**src/rtl/cd_pkg.sv**
```systemverilog
// cd_ram_drain shared definitions
// FSM encoding, header defaults and skid entry width
package cd_pkg;

    typedef enum logic [2:0] {
        S_IDLE    = 3'd0,
        S_HDR     = 3'd1,
        S_STREAM  = 3'd2,
        S_RELEASE = 3'd3,
        S_FLUSH   = 3'd4
    } cd_state_e;

    localparam int HDR_LEN_IDX_DEF = 2;
    localparam int SKID_W          = 9;

endpackage

```
**src/rtl/cd_ram_drain_if.sv**
```systemverilog
// cd_ram_drain byte-stream interface
// master drives the frame bytes, slave applies backpressure
interface cd_ram_drain_if;

    logic [7:0] m_data;
    logic       m_valid;
    logic       m_ready;
    logic       m_last;
    logic [7:0] m_flags;
    logic       m_trunc;

    modport master (
        output m_data, m_valid, m_last, m_flags, m_trunc,
        input  m_ready
    );

    modport slave (
        input  m_data, m_valid, m_last, m_flags, m_trunc,
        output m_ready
    );

endinterface

```
**src/rtl/cd_skid2.sv**
```systemverilog
// cd_skid2: two-entry fall-through skid buffer
// an empty buffer presents the incoming word in the same cycle
module cd_skid2 #(
    parameter int W = 9
) (
    input  logic         clk,
    input  logic         reset_n,
    input  logic         flush_i,
    input  logic         push_i,
    input  logic [W-1:0] din_i,
    input  logic         ready_i,
    output logic         valid_o,
    output logic [W-1:0] dout_o,
    output logic [1:0]   count_o
);

    logic [W-1:0] mem0_q, mem0_d;
    logic [W-1:0] mem1_q, mem1_d;
    logic [1:0]   count_q, count_d;
    logic         pop;

    assign valid_o = (count_q != 2'd0) || push_i;
    assign dout_o  = (count_q != 2'd0) ? mem0_q :
                     (push_i ? din_i : '0);
    assign pop     = valid_o && ready_i;
    assign count_o = count_q;

    // append pushed word, drop head on pop, flush empties everything
    always_comb begin
        mem0_d  = mem0_q;
        mem1_d  = mem1_q;
        count_d = count_q;
        if (flush_i) begin
            count_d = 2'd0;
        end else begin
            case (count_q)
                2'd0: begin
                    if (push_i && !pop) begin
                        mem0_d  = din_i;
                        count_d = 2'd1;
                    end
                end
                2'd1: begin
                    if (pop && push_i) begin
                        mem0_d = din_i;
                    end else if (pop) begin
                        count_d = 2'd0;
                    end else if (push_i) begin
                        mem1_d  = din_i;
                        count_d = 2'd2;
                    end
                end
                default: begin
                    if (pop) begin
                        mem0_d = mem1_q;
                        if (push_i) begin
                            mem1_d = din_i;
                        end else begin
                            count_d = 2'd1;
                        end
                    end
                end
            endcase
        end
    end

    // storage and occupancy registers
    always_ff @(posedge clk or negedge reset_n) begin
        if (!reset_n) begin
            mem0_q  <= '0;
            mem1_q  <= '0;
            count_q <= 2'd0;
        end else begin
            mem0_q  <= mem0_d;
            mem1_q  <= mem1_d;
            count_q <= count_d;
        end
    end

endmodule

```
**src/rtl/cd_ram_drain.sv**
```systemverilog
// cd_ram_drain: streams filled RAM pages out as byte frames
// header length read first, then bytes 0..total-1 through a skid
module cd_ram_drain
    import cd_pkg::*;
#(
    parameter int A_WIDTH     = 8,
    parameter int HDR_LEN_IDX = HDR_LEN_IDX_DEF
) (
    input  logic               clk,
    input  logic               reset_n,
    input  logic               unread,
    output logic [A_WIDTH-1:0] rd_addr,
    output logic               rd_en,
    input  logic [7:0]         rd_byte,
    input  logic [7:0]         rd_flags,
    output logic               rd_done,
    output logic               rd_done_all,
    input  logic               abort,
    cd_ram_drain_if.master     m
);

    localparam int TW = A_WIDTH + 1;
    localparam int SW = (A_WIDTH > 8) ? A_WIDTH + 2 : 10;
    localparam logic [TW-1:0] PAGE = TW'(1) << A_WIDTH;

    cd_state_e        state_q, state_d;
    logic [TW-1:0]    ptr_q, ptr_d;
    logic [TW-1:0]    total_q, total_d;
    logic [7:0]       flags_q, flags_d;
    logic             trunc_q, trunc_d;
    logic             infl_q, infl_d;
    logic             infl_last_q, infl_last_d;

    logic [SW-1:0]    sum;
    logic             clamp;
    logic [TW-1:0]    hdr_total;
    logic             rd_en_c;
    logic [A_WIDTH-1:0] addr_c;
    logic             flush;
    logic             pop;
    logic [SKID_W-1:0] skid_dout;
    logic             skid_valid;
    logic [1:0]       skid_cnt;
    logic [2:0]       occ;

    assign sum       = SW'(rd_byte) + SW'(HDR_LEN_IDX) + SW'(1);
    assign clamp     = sum > SW'(PAGE);
    assign hdr_total = clamp ? PAGE : sum[TW-1:0];
    assign pop       = skid_valid && m.m_ready;
    assign occ       = 3'(skid_cnt) + 3'(infl_q) - 3'(pop);

    // state sequencing, read issue and release strobes
    always_comb begin
        state_d     = state_q;
        ptr_d       = ptr_q;
        total_d     = total_q;
        flags_d     = flags_q;
        trunc_d     = trunc_q;
        infl_d      = 1'b0;
        infl_last_d = 1'b0;
        rd_en_c     = 1'b0;
        addr_c      = '0;
        rd_done     = 1'b0;
        rd_done_all = 1'b0;
        flush       = 1'b0;
        unique case (state_q)
            S_IDLE: begin
                if (unread) begin
                    rd_en_c = 1'b1;
                    addr_c  = A_WIDTH'(HDR_LEN_IDX);
                    state_d = S_HDR;
                end
            end
            S_HDR: begin
                // byte 0 is fetched here to keep page-to-page gaps short
                total_d     = hdr_total;
                trunc_d     = clamp;
                flags_d     = rd_flags;
                rd_en_c     = 1'b1;
                infl_d      = 1'b1;
                infl_last_d = (hdr_total == TW'(1));
                ptr_d       = TW'(1);
                state_d     = S_STREAM;
            end
            S_STREAM: begin
                if ((ptr_q < total_q) && (occ <= 3'd1)) begin
                    rd_en_c     = 1'b1;
                    addr_c      = ptr_q[A_WIDTH-1:0];
                    infl_d      = 1'b1;
                    infl_last_d = (ptr_q == total_q - TW'(1));
                    ptr_d       = ptr_q + TW'(1);
                end
                if (pop && skid_dout[8]) begin
                    state_d = S_RELEASE;
                end
            end
            S_RELEASE: begin
                rd_done = 1'b1;
                state_d = S_IDLE;
            end
            S_FLUSH: begin
                rd_done_all = 1'b1;
                flush       = 1'b1;
                state_d     = S_IDLE;
            end
            default: state_d = S_IDLE;
        endcase
        if (abort) begin
            state_d = S_FLUSH;
            rd_en_c = 1'b0;
            infl_d  = 1'b0;
            flush   = 1'b1;
        end
    end

    assign rd_en   = rd_en_c && reset_n;
    assign rd_addr = rd_en ? addr_c : '0;

    // FSM and frame context registers
    always_ff @(posedge clk or negedge reset_n) begin
        if (!reset_n) begin
            state_q     <= S_IDLE;
            ptr_q       <= '0;
            total_q     <= '0;
            flags_q     <= '0;
            trunc_q     <= 1'b0;
            infl_q      <= 1'b0;
            infl_last_q <= 1'b0;
        end else begin
            state_q     <= state_d;
            ptr_q       <= ptr_d;
            total_q     <= total_d;
            flags_q     <= flags_d;
            trunc_q     <= trunc_d;
            infl_q      <= infl_d;
            infl_last_q <= infl_last_d;
        end
    end

    cd_skid2 #(.W(SKID_W)) u_skid (
        .clk     (clk),
        .reset_n (reset_n),
        .flush_i (flush),
        .push_i  (infl_q),
        .din_i   ({infl_last_q, rd_byte}),
        .ready_i (m.m_ready),
        .valid_o (skid_valid),
        .dout_o  (skid_dout),
        .count_o (skid_cnt)
    );

    assign m.m_valid = skid_valid;
    assign m.m_data  = skid_dout[7:0];
    assign m.m_last  = skid_dout[8];
    assign m.m_flags = flags_q;
    assign m.m_trunc = trunc_q;

endmodule

```
**src/flat_wrapper.sv**
```systemverilog
// flat-port wrapper written by rule: the top's interface ports become plain ports
module cd_ram_drain_flat import cd_pkg::*;
#(
    parameter int A_WIDTH     = 8,
    parameter int HDR_LEN_IDX = HDR_LEN_IDX_DEF
)
  (clk, reset_n, unread, rd_addr, rd_en, rd_byte, rd_flags, rd_done, rd_done_all, abort, m_m_data, m_m_valid, m_m_last, m_m_flags, m_m_trunc, m_m_ready);
  cd_ram_drain_if m_i ();
  input  logic clk;
  input  logic reset_n;
  input  logic unread;
  output logic [A_WIDTH-1:0] rd_addr;
  output logic rd_en;
  input  logic [7:0] rd_byte;
  input  logic [7:0] rd_flags;
  output logic rd_done;
  output logic rd_done_all;
  input  logic abort;
  output wire logic [$bits(m_i.m_data)-1:0] m_m_data;
  output wire logic [$bits(m_i.m_valid)-1:0] m_m_valid;
  output wire logic [$bits(m_i.m_last)-1:0] m_m_last;
  output wire logic [$bits(m_i.m_flags)-1:0] m_m_flags;
  output wire logic [$bits(m_i.m_trunc)-1:0] m_m_trunc;
  input wire logic [$bits(m_i.m_ready)-1:0] m_m_ready;
  assign m_m_data = m_i.m_data;
  assign m_m_valid = m_i.m_valid;
  assign m_m_last = m_i.m_last;
  assign m_m_flags = m_i.m_flags;
  assign m_m_trunc = m_i.m_trunc;
  assign m_i.m_ready = m_m_ready;
  cd_ram_drain #(.A_WIDTH(A_WIDTH), .HDR_LEN_IDX(HDR_LEN_IDX)) u_core (.clk(clk), .reset_n(reset_n), .unread(unread), .rd_addr(rd_addr), .rd_en(rd_en), .rd_byte(rd_byte), .rd_flags(rd_flags), .rd_done(rd_done), .rd_done_all(rd_done_all), .abort(abort), .m(m_i));
endmodule
```
**config.mk**
```make
export PLATFORM = sky130hd
export DESIGN_NAME = cd_ram_drain_flat
export DESIGN_NICKNAME = d
export VERILOG_FILES = /design/src/rtl/cd_pkg.sv /design/src/rtl/cd_ram_drain_if.sv /design/src/rtl/cd_skid2.sv /design/src/rtl/cd_ram_drain.sv /design/src/flat_wrapper.sv
export SDC_FILE = /design/constraint.sdc
export NUM_CORES = 1
export LEC_CHECK = 0
export CAP_MARGIN = 20
export CORE_UTILIZATION = 59
export DETAILED_ROUTE_END_ITERATION = 16
export PLACE_DENSITY = 0.86
export SYNTH_ARGS = -nofsm -noshare
export SYNTH_HDL_FRONTEND = slang
export SYNTH_SLANG_ARGS = --single-unit
```
**constraint.sdc**
```tcl
create_clock -name clk -period 8.9 [get_ports clk]
set_input_delay 1.78 -clock clk [delete_from_list [all_inputs] [get_ports clk]]
set_output_delay 1.78 -clock clk [all_outputs]
set_load 0.005 [all_outputs]
```
* Word level (Yosys, flattened, before mapping)
Index checks and enable logic that the tools add are counted.
Word-level totals: flip-flop bits (word level) 52, bits of input ports 21, word-level logic and storage cells 100
Cells by class: $lt $le $gt $ge 3, bitwise operators 2, $add $sub $neg 6, reduce and logical (&&, ||, !) cells 20, mux-type cells 41, eq/ne operators 18
Operators by type and width (count):
- 9-bit 2-to-1 mux | 11
- 9-bit one-hot mux with 2 select lines | 3
- 2-bit 2-to-1 mux | 8
- 8-bit 2-to-1 mux | 2
- 8-bit one-hot mux with 2 select lines | 1
- 10-bit by 1-bit adder with 10-bit output (second input constant) | 1
- 10-bit by 9-bit greater-than comparator with 1-bit output (second input constant) | 1
- 5-bit AND reduction | 2
- 8-bit by 2-bit adder with 9-bit output (second input constant) | 1
- 9-bit by 1-bit adder with 9-bit output (second input constant) | 1
- 9-bit by 1-bit == test with 1-bit output (second input constant) | 1
- 9-bit == test | 1
- 9-bit < comparator | 1
- 3-bit 2-to-1 mux | 3
- 3-bit by 2-bit != test with 1-bit output (second input constant) | 3
- 3-bit one-hot mux with 3 select lines | 1
- 9-bit by 1-bit subtractor with 9-bit output (second input constant) | 1
- 1-bit 2-to-1 mux | 8
- 2-bit != test (second input constant) | 4
- 3-bit by 2-bit == test with 1-bit output (second input constant) | 2
- 1-bit logical AND | 6
- 2-bit nonzero test | 3
- 4-bit by 1-bit != test with 1-bit output (second input constant) | 1
- 4-bit != test (second input constant) | 1
- 20 further kinds | 23

* Logic depth before layout (Yosys ltp)
Gate-level depths: netlist of the first run.
depth after elaboration 11, depth in mapped cells 14, gate-level depth less buffers 12

* Hierarchy
A second synthesis of the first run with hierarchy kept.
Unflattened totals: cell total of the unflattened synthesis 372, area, all modules 3418.3 µm²
By module, submodules not included:
- cd_ram_drain | area an instance 2258.4 µm², cells an instance 264, instances 1, seq. area each 800.8 µm²
- cd_skid2 | area an instance 1159.9 µm², cells an instance 108, instances 1, seq. area each 500.5 µm²

* Worst setup path before layout of the first run
No wires, ideal clock.
path kind input to output, start point input m_m_ready, end point output rd_en, stages on the path 10, data arrival time 3.726 ns, setup slack 3.394 ns, required time 7.120 ns, path through nand2_1 > mux2i_1 > ha_1 > inv_1 > fa_1 > xor2_1 > a2111oi_4 > nand2_1 > o32ai_1 > nor4bb_1
On the way: longest elaborated chain between the ends 8
Ends and longest elaborated chain:
- start, declared | RTL line flat_wrapper.sv:24 | input wire logic [$bits(m_i.m_ready)-1:0] m_m_ready;
- 1-bit logical AND | RTL line cd_ram_drain.sv:49 | assign pop = skid_valid && m.m_ready;
- 3-bit by 1-bit subtractor with 3-bit output | RTL line cd_ram_drain.sv:50 | assign occ = 3'(skid_cnt) + 3'(infl_q) - 3'(pop);
- 3-bit by 1-bit less-or-equal comparator with 1-bit output | RTL line cd_ram_drain.sv:86 | if ((ptr_q < total_q) && (occ <= 3'd1)) begin
- 1-bit logical AND | RTL line cd_ram_drain.sv:86
- 1-bit 2-to-1 mux | RTL line cd_ram_drain.sv:86
- 1-bit one-hot mux with 3 select lines | RTL line cd_ram_drain.sv:66 | unique case (state_q)
- 1-bit 2-to-1 mux | RTL line cd_ram_drain.sv:108 | if (abort) begin
- 1-bit logical AND | RTL line cd_ram_drain.sv:116 | assign rd_en = rd_en_c && reset_n;
- end, declared | RTL line flat_wrapper.sv:13 | output logic rd_en;
No other way between the ends.

* Worst setup path in the final report of the first run
start point input m_m_ready, end point output rd_addr[4]
On the way: longest elaborated chain between the ends 9, elaborated cells between the ends (all ways) 11, classes of those cells 1 x add/sub; 1 x order compare; 6 x mux; 3 x reduce/logical
Ends and longest elaborated chain:
- 1-bit logical AND * | RTL line cd_ram_drain.sv:49
- 3-bit by 1-bit subtractor with 3-bit output * | RTL line cd_ram_drain.sv:50
- 3-bit by 1-bit less-or-equal comparator with 1-bit output * | RTL line cd_ram_drain.sv:86
- 1-bit logical AND * | RTL line cd_ram_drain.sv:86
- 1-bit 2-to-1 mux | RTL line cd_ram_drain.sv:86
- 1-bit one-hot mux with 3 select lines | RTL line cd_ram_drain.sv:66
- 1-bit 2-to-1 mux | RTL line cd_ram_drain.sv:108
- 1-bit logical AND | RTL line cd_ram_drain.sv:116
- 8-bit 2-to-1 mux * | RTL line cd_ram_drain.sv:117 | assign rd_addr = rd_en ? addr_c : '0;
- end, declared | RTL line flat_wrapper.sv:12 | output logic [A_WIDTH-1:0] rd_addr;
Every way passes the cells marked *; elsewhere a longest branch is shown, timed or not.

==> metrics.md, run 1 <==
| Metric | Value |
|---|---|
| First-pass GRT wire length | 13.7 mm |
| Hold Violations, Final | 0 |
| Nets | 487 |
| RSZ-0062 raised after global routing | false |
| Crit path launch type | input pin |
| Design Area, Final | 0.00414 mm² |
| CP endpoint | rd_addr[4] |
| CTS clk-pin slew, worst paths | approximately 90 ps |
| Final Skew | 13.2 ps |
| Cell variety after synth | 55 |
| CTS resizes | 0 |
| #FFs+latches synth | 52 |
| Main flop type after synthesis | dfrtp_1 |
| Most frequent cells after synthesis | nand2_1, dfrtp_1, a21oi_1 |
| M1 GR Usage | a little over a third |
| Drc violations | 0 |
| Largest net degree at the start of global routing | 55 |
| Worst reg2reg path depth | 11 |
| Gr ovfl total | 0 |
| Fmax | 0.145 GHz |
| CTS sink cnt | 52 |
| Slew HR | 34.1% |
| Asr flop ratio synth | 100% |
| Top-level I/O count | 51 |
| Vias per inst | 5.93 |
| # port buffers | 50 |
| GRT busiest layer | met2 |
| Routed Antenna Nets | 0 |
| Cell accounting for the most synthesized area | dfrtp_1 |
| Setup TNS | 0 ps |
| Gp weighted congestion | 0.898 |
| Syn Nets | 447 |
| R2r setup slk | 5170 ps |
| Initial antenna violation count | 0 |
| Die Span Y | between 70 and 80 µm |
| Non-filler cells in the finished layout | between 500 and 600 |
| Ys Warns | 0 |
| Status | complete, no violations |
| Max-slew violations | 0 |
| Die Span X | 79.2 µm |
| DRT Wirelength | 7.88 mm |
| Top cell type's share of synthesized area | roughly 37% |
| Pwr Density | 148 mW/mm² |
| Core ar. | approximately 0.0056 mm² |
| Dpl ws | between 2000 and 2500 ps |
| Vias in the first global route | 2990 |
| Worst-margin pin slew | 988 ps |
| Initial drt markers | about 180 |
| Post-Syn Area | 0.00351 mm² |
| Wire per inst | 15.1 µm |
| CP max FO | 8 |
| Post-Syn Instances | 409 |
| CTS H-tree depth | 2 |
| Die area | 0.00627 mm² |
| Reg2reg start | u_core.u_skid.count_o[1]$_DFFE_PN0P_ |
| DR vias | 3097 |
| Lkg Pwr | 1.79 nW |
| Grt met3 use | between 3 and 4% |
| Maximum capacitance violations | 0 |
| Crit path time final | 6910 ps |
| Hold_sp | u_core.m.m_flags[4]$_DFFE_PN0P_ |
| CTS tree | yes |
| Seq/Total Area, Yosys | a little under two fifths |
| Skew-Pair Late Insertion Delay | 310 ps |
| Initial Util | between 60 and 70% |
| Critical path class | input pin to primary output |
| Top cells by area, synth | dfrtp_1, nand2_1, ha_1 |
| DP Wirelength | around 5.7 mm |
| RR Endpoint | u_core.ptr_q[3]$_DFFE_PN0P_ |
| CTS Hold Bufs | 0 |
| Ant diodes | 0 |
| Met2 GRT Util | around 48% |
| Setup violations, final | 0 |
| Final core occ | 73.8% |
| Overall power | just over 0.6 mW |
| Placement Cell Area | 0.00404 mm² |
| Number of cell rows | 27 |
| VDD IR max | ~0.097 mV |
| Number of synthesized flops with an enable pin | 0 |
| Syn avg cell area | 8.59 µm² |
| Share of post-route cells with drive strength above 1 | around 7.3% |
| Crit end category | primary output |
| Buffer levels on the longest clock path | 2 |
| Drt pass-1 iters | 5 |
| Clock buffer count from CTS | 5 |
| Root buf cell | clkbuf_8 |
| Critical Path Start | m_m_ready |
| Worst Path Required | 7120 ps |
| Count leader, synth | nand2_1 |
| Worst Hold Class | flip-flop to flip-flop |
| Dpl cells | 514 |
| Global router's overall resource usage | 27.7% |
| Postcts setup bufs | 0 |
| Hold_ws | roughly 480 ps |
| Area Overhead vs Synth | 17.7% |
| Tcrit/Tclk final | 77.6% |
| Setup WS post-layout | 1990 ps |
| Crit path DAT | 5130 ps |
## worst min path at each step
stage	to	slack [ps]	cells past startpoint
detailed placement	u_core.m.m_flags[3]$_DFFE_PN0P_	460	2
global placement	u_core.m.m_flags[1]$_DFFE_PN0P_	460	2
global route	u_core.m.m_flags[4]$_DFFE_PN0P_	500	2
finish	u_core.m.m_flags[4]$_DFFE_PN0P_	480	2
CTS	u_core.m.m_flags[3]$_DFFE_PN0P_	490	2
floorplan	u_core.m.m_flags[0]$_DFFE_PN0P_	470	2
## critical path, cell delays in order
cell	delay, ps
clkdlybuf4s50_1	590
nand2_1	110
mux2i_1	150
ha_1	160
inv_1	40
fa_1	360
xor2_1	180
a2111oi_4	510
nand2_1	160
nor3_1	410
and2_1	190
clkdlybuf4s50_1	490
## report_power, final
part | leakage [nW] | internal [mW] | switching, mW
sequential | 0.684 | 0.266 | 0.0333
combinational | 1.06 | 0.0836 | 0.0838
clock | 0.0516 | 0.0638 | 0.0811
total | 1.79 | 0.414 | 0.198
## registers in the layout (all words and copies together), names as in the netlist
name and count:
u_core.infl_last_q 1, u_core.u_skid.count_o 2, u_core.state_q 3, u_core.u_skid.mem0_q 9
u_core.u_skid.mem1_q 9, u_core.m.m_trunc 1, u_core.infl_q 1, u_core.m.m_flags 8
u_core.total_q 9, u_core.ptr_q 9
## kinds of logic (layout without fill, tap and decap cells)
| logic type | count (synthesis) | after routing | synth area share, % |
|---|---|---|---|
| AO/OA/AOI/OAI | 85 | 85 | 15.9 |
| XOR/XNOR | 18 | 18 | 4.49 |
| adder cells (fa/ha/maj) | 17 | 17 | 6.27 |
| buffers and inverters | 38 | 79 | 4.41 |
| flip-flops | 52 | 52 | 37.0 |
| multiplexers | 22 | 22 | 6.59 |
| AND/OR/NAND/NOR | 177 | 177 | 25.3 |
## layer usage
layer	wire, µm	share of wire (%)	up-vias
met2	3950	50	74
met1	3530	45	1485
li1	-	-	1527
met5	0	0	-
met4	96	1.2	0
met3	307	3.9	11
## cells in the final DEF (no fill, tap or decap), types with 4 or more instances in the layout
cell type	netlist	final
nand3_1	12	12
ha_1	16	16
o21ai_0	18	18
o22ai_1	4	4
nand2b_1	5	5
xnor2_1	12	12
mux2_2	9	9
clkbuf_8	0	6
clkdlybuf4s50_1	0	49
o211ai_1	4	4
nor3_1	13	12
nand2_1	69	69
nor3b_1	5	5
nor4_1	5	5
nor2_1	23	23
or3_1	7	7
dfrtp_1	52	52
inv_1	18	18
nor2b_1	5	5
a21oi_1	27	27
o31ai_1	6	6
nand3b_1	4	4
and2_1	10	10
xor2_1	6	6
mux2i_1	13	13
a21o_1	4	4
## layout make-up
type,instances,area (µm²)
Tap cell,72,90.1
Clock buffer,6,82.6
Clock inverter,2,13.8
Inverter,18,67.6
Fill cell,477,1470
Timing Repair Buffer,53,518
Sequential cell,52,1300
Multi-Input combinational cell,319,2060
Power figures use the tool's default switching activity.
==> inputs of run 2 (changes only) <==
--- a/config.mk
+++ b/config.mk
@@ -6,9 +6,9 @@
 export NUM_CORES = 1
 export LEC_CHECK = 0
 export CAP_MARGIN = 20
-export CORE_UTILIZATION = 59
+export CORE_UTILIZATION = 50
 export DETAILED_ROUTE_END_ITERATION = 16
-export PLACE_DENSITY = 0.86
+export PLACE_DENSITY = 0.77
 export SYNTH_ARGS = -nofsm -noshare
 export SYNTH_HDL_FRONTEND = slang
 export SYNTH_SLANG_ARGS = --single-unit
==> constraint.sdc (replaced) <==
create_clock -name clk -period 5.6 [get_ports clk]
set_input_delay 1.12 -clock clk [delete_from_list [all_inputs] [get_ports clk]]
set_output_delay 1.12 -clock clk [all_outputs]
set_load 0.005 [all_outputs]
==> metrics.md, run 2 (synthesis results as in run 1) <==
| Metric | Value |
|---|---|
| Drt pass-1 iters | 4 |
| Core ar. | 0.00679 mm² |
| Top-level I/O count | 51 |
| Worst-margin pin slew | 1000 ps |
| Register area | 0.00130 mm² |
| Die Span Y | about 86 µm |
| Nets | approximately 500 |
| Final core occ | 62.1% |
| Tcrit/Tclk final | between 90% and 100% |
| CTS H-tree depth | 2 |
| Root buf cell | clkbuf_8 |
| Worst Path Required | 4480 ps |
| CTS sink cnt | 52 |
| Overall power | 1.02 mW |
| VDD IR max | between 0.1 and 0.15 mV |
| CTS tree | yes |
| Global router's overall resource usage | 22.1% |
| Fmax | 0.187 GHz |
| Gp weighted congestion | 0.893 |
| Hold Violations, Final | 0 |
| Worst Path Buf+Inv | 4 |
| Gr ovfl total | 0 |
| Fill cells | 580 |
| Vias in the first global route | ~2.7k |
| Final Skew | 8.08 ps |
| Die Span X | 85.8 µm |
| Skew-Pair Late Insertion Delay | ~300 ps |
| CP max FO | 4 |
| Initial Util | 51.7% |
| CP Cell Sequence | clkdlybuf4s50_1, nand2_1, mux2i_1, ha_1, inv_1, fa_1, inv_1, a2111oi_4, nand2_1, nor3_1, and2_1, clkdlybuf4s50_1 |
| CP peak stage delay | ~500 ps |
| Postcts setup bufs | 0 |
| CTS clk-pin slew, worst paths | 90 ps |
| Max-slew violations | 0 |
| Largest net degree at the start of global routing | 54 |
| Crit path DAT | roughly 4200 ps |
| Die area | about 0.0074 mm² |
| CTS Hold Bufs | 0 |
| Drc violations | 0 |
| Commonest non-fill, non-tap cells in the layout | nand2_1, dfrtp_1, clkdlybuf4s50_1, a21oi_1, nor2_1 |
| Crit path time final | 5350 ps |
| Worst Hold Class | flip-flop to flip-flop |
| Slew HR | 33.4% |
| Maximum capacitance violations | 0 |
| Share of post-route cells with drive strength above 1 | 8.15% |
| Status | complete, no violations |
| Wire per inst | roughly 14 µm |
| Number of cell rows | 30 |
| Multi-input gate area | 0.00206 mm² |
| Setup violations, final | 0 |
| Ant diodes | 0 |
| Vias per inst | around 5.5 |
| Most common cell after layout, fill and taps aside | nand2_1 |
| Lkg Pwr | 1.82 nW |
| # port buffers | 50 |
| Area Overhead vs Synth | 20.1% |
| Crit path max-delay cell type | clkdlybuf4s50_1 |
| Critical path class | input pin to primary output |
| Initial antenna violation count | 0 |
| DR vias | 3043 |
| Crit path launch type | input pin |
| Pwr Density | around 240 mW/mm² |
| Buffer levels on the longest clock path | 2 |
| DP Wirelength | around 5.5 mm |
| Top delay family on crit path | buffers and inverters |
| Crit end category | primary output |
| CTS resizes | 0 |
| Clock buffer count from CTS | 5 |
| DRT Wirelength | 7.85 mm |
| Setup TNS | 0 ps |
| First-pass GRT wire length | 13.1 mm |
| Hold_ws | 484 ps |
| Routed Antenna Nets | 0 |
| Initial drt markers | 250 |
-- run 2: cell count changes in the layout (fill, tap and decap cells not counted) --
| cell | previous run | this run |
|---|---|---|
| clkinv_2 | 1 | 0 |
| clkinv_4 | 0 | 1 |
| bufinv_16 | 0 | 1 |
| inv_6 | 1 | 0 |
| buf_4 | 3 | 7 |
-- run 2: through the flow --
| stage | cell area [µm²] | setup WS (ps) | std cells |
|---|---|---|---|
| floorplan | 3510 | 1410 | 409 |
| global placement | 4090 | 219 | 540 |
| detailed placement | 4090 | 112 | 540 |
| CTS | 4210 | 62.6 | 548 |
| global route | 4220 | -19.4 | 550 |
| finish | 4220 | 247 | 550 |
-- run 2: final cells by class --
type | instances | area share (%)
Clock buffer | 6 | 1.96
Clock inverter | 2 | 0.919
Inverter | 18 | 1.60
Multi-Input combinational cell | 319 | 48.9
Sequential cell | 52 | 30.8
Tap cell | 96 | 2.85
Timing Repair Buffer | 57 | 13.0
-- run 2: worst paths after layout --
check	startpoint	endpoint	slack [ps]	cells past startpoint
max in group asynchronous	reset_n	u_core.u_skid.count_o[1]$_DFFE_PN0P_	4200	2
hold / removal	u_core.m.m_flags[6]$_DFFE_PN0P_	u_core.m.m_flags[6]$_DFFE_PN0P_	480	2
hold reg to reg	u_core.m.m_flags[6]$_DFFE_PN0P_	u_core.m.m_flags[6]$_DFFE_PN0P_	480	2
setup reg to reg	u_core.u_skid.count_o[1]$_DFFE_PN0P_	u_core.ptr_q[8]$_DFFE_PN0P_	2110	15
min in group asynchronous	reset_n	u_core.state_q[0]$_DFFE_PN0P_	950	2
setup / recovery	m_m_ready	rd_addr[2]	250	12
-- run 2: routing by layer --
| metal | part of all wire (%) | global-route usage, % | wire (µm) | up-vias |
|---|---|---|---|---|
| met2 | 47 | 35.1 | 3710 | 79 |
| met4 | 0.71 | 5.61 | 56 | 0 |
| met5 | 0 | 0 | 0 | - |
| met1 | 47 | 31.3 | 3700 | 1423 |
| met3 | 4.8 | 4.23 | 378 | 6 |
| li1 | - | - | - | 1535 |
-- run 2: worst min-delay path, stage by stage (launching register included) --
cell and delay, ps:
dfrtp_1 360, nand2_1 50, nand2_1 50
-- run 2: report_power, final --
| part | switching (mW) | internal [mW] |
|---|---|---|
| Sequential | 0.0533 | 0.423 |
| Combinational | 0.133 | 0.134 |
| Clock | 0.128 | 0.146 |
| Total | 0.314 | 0.704 |
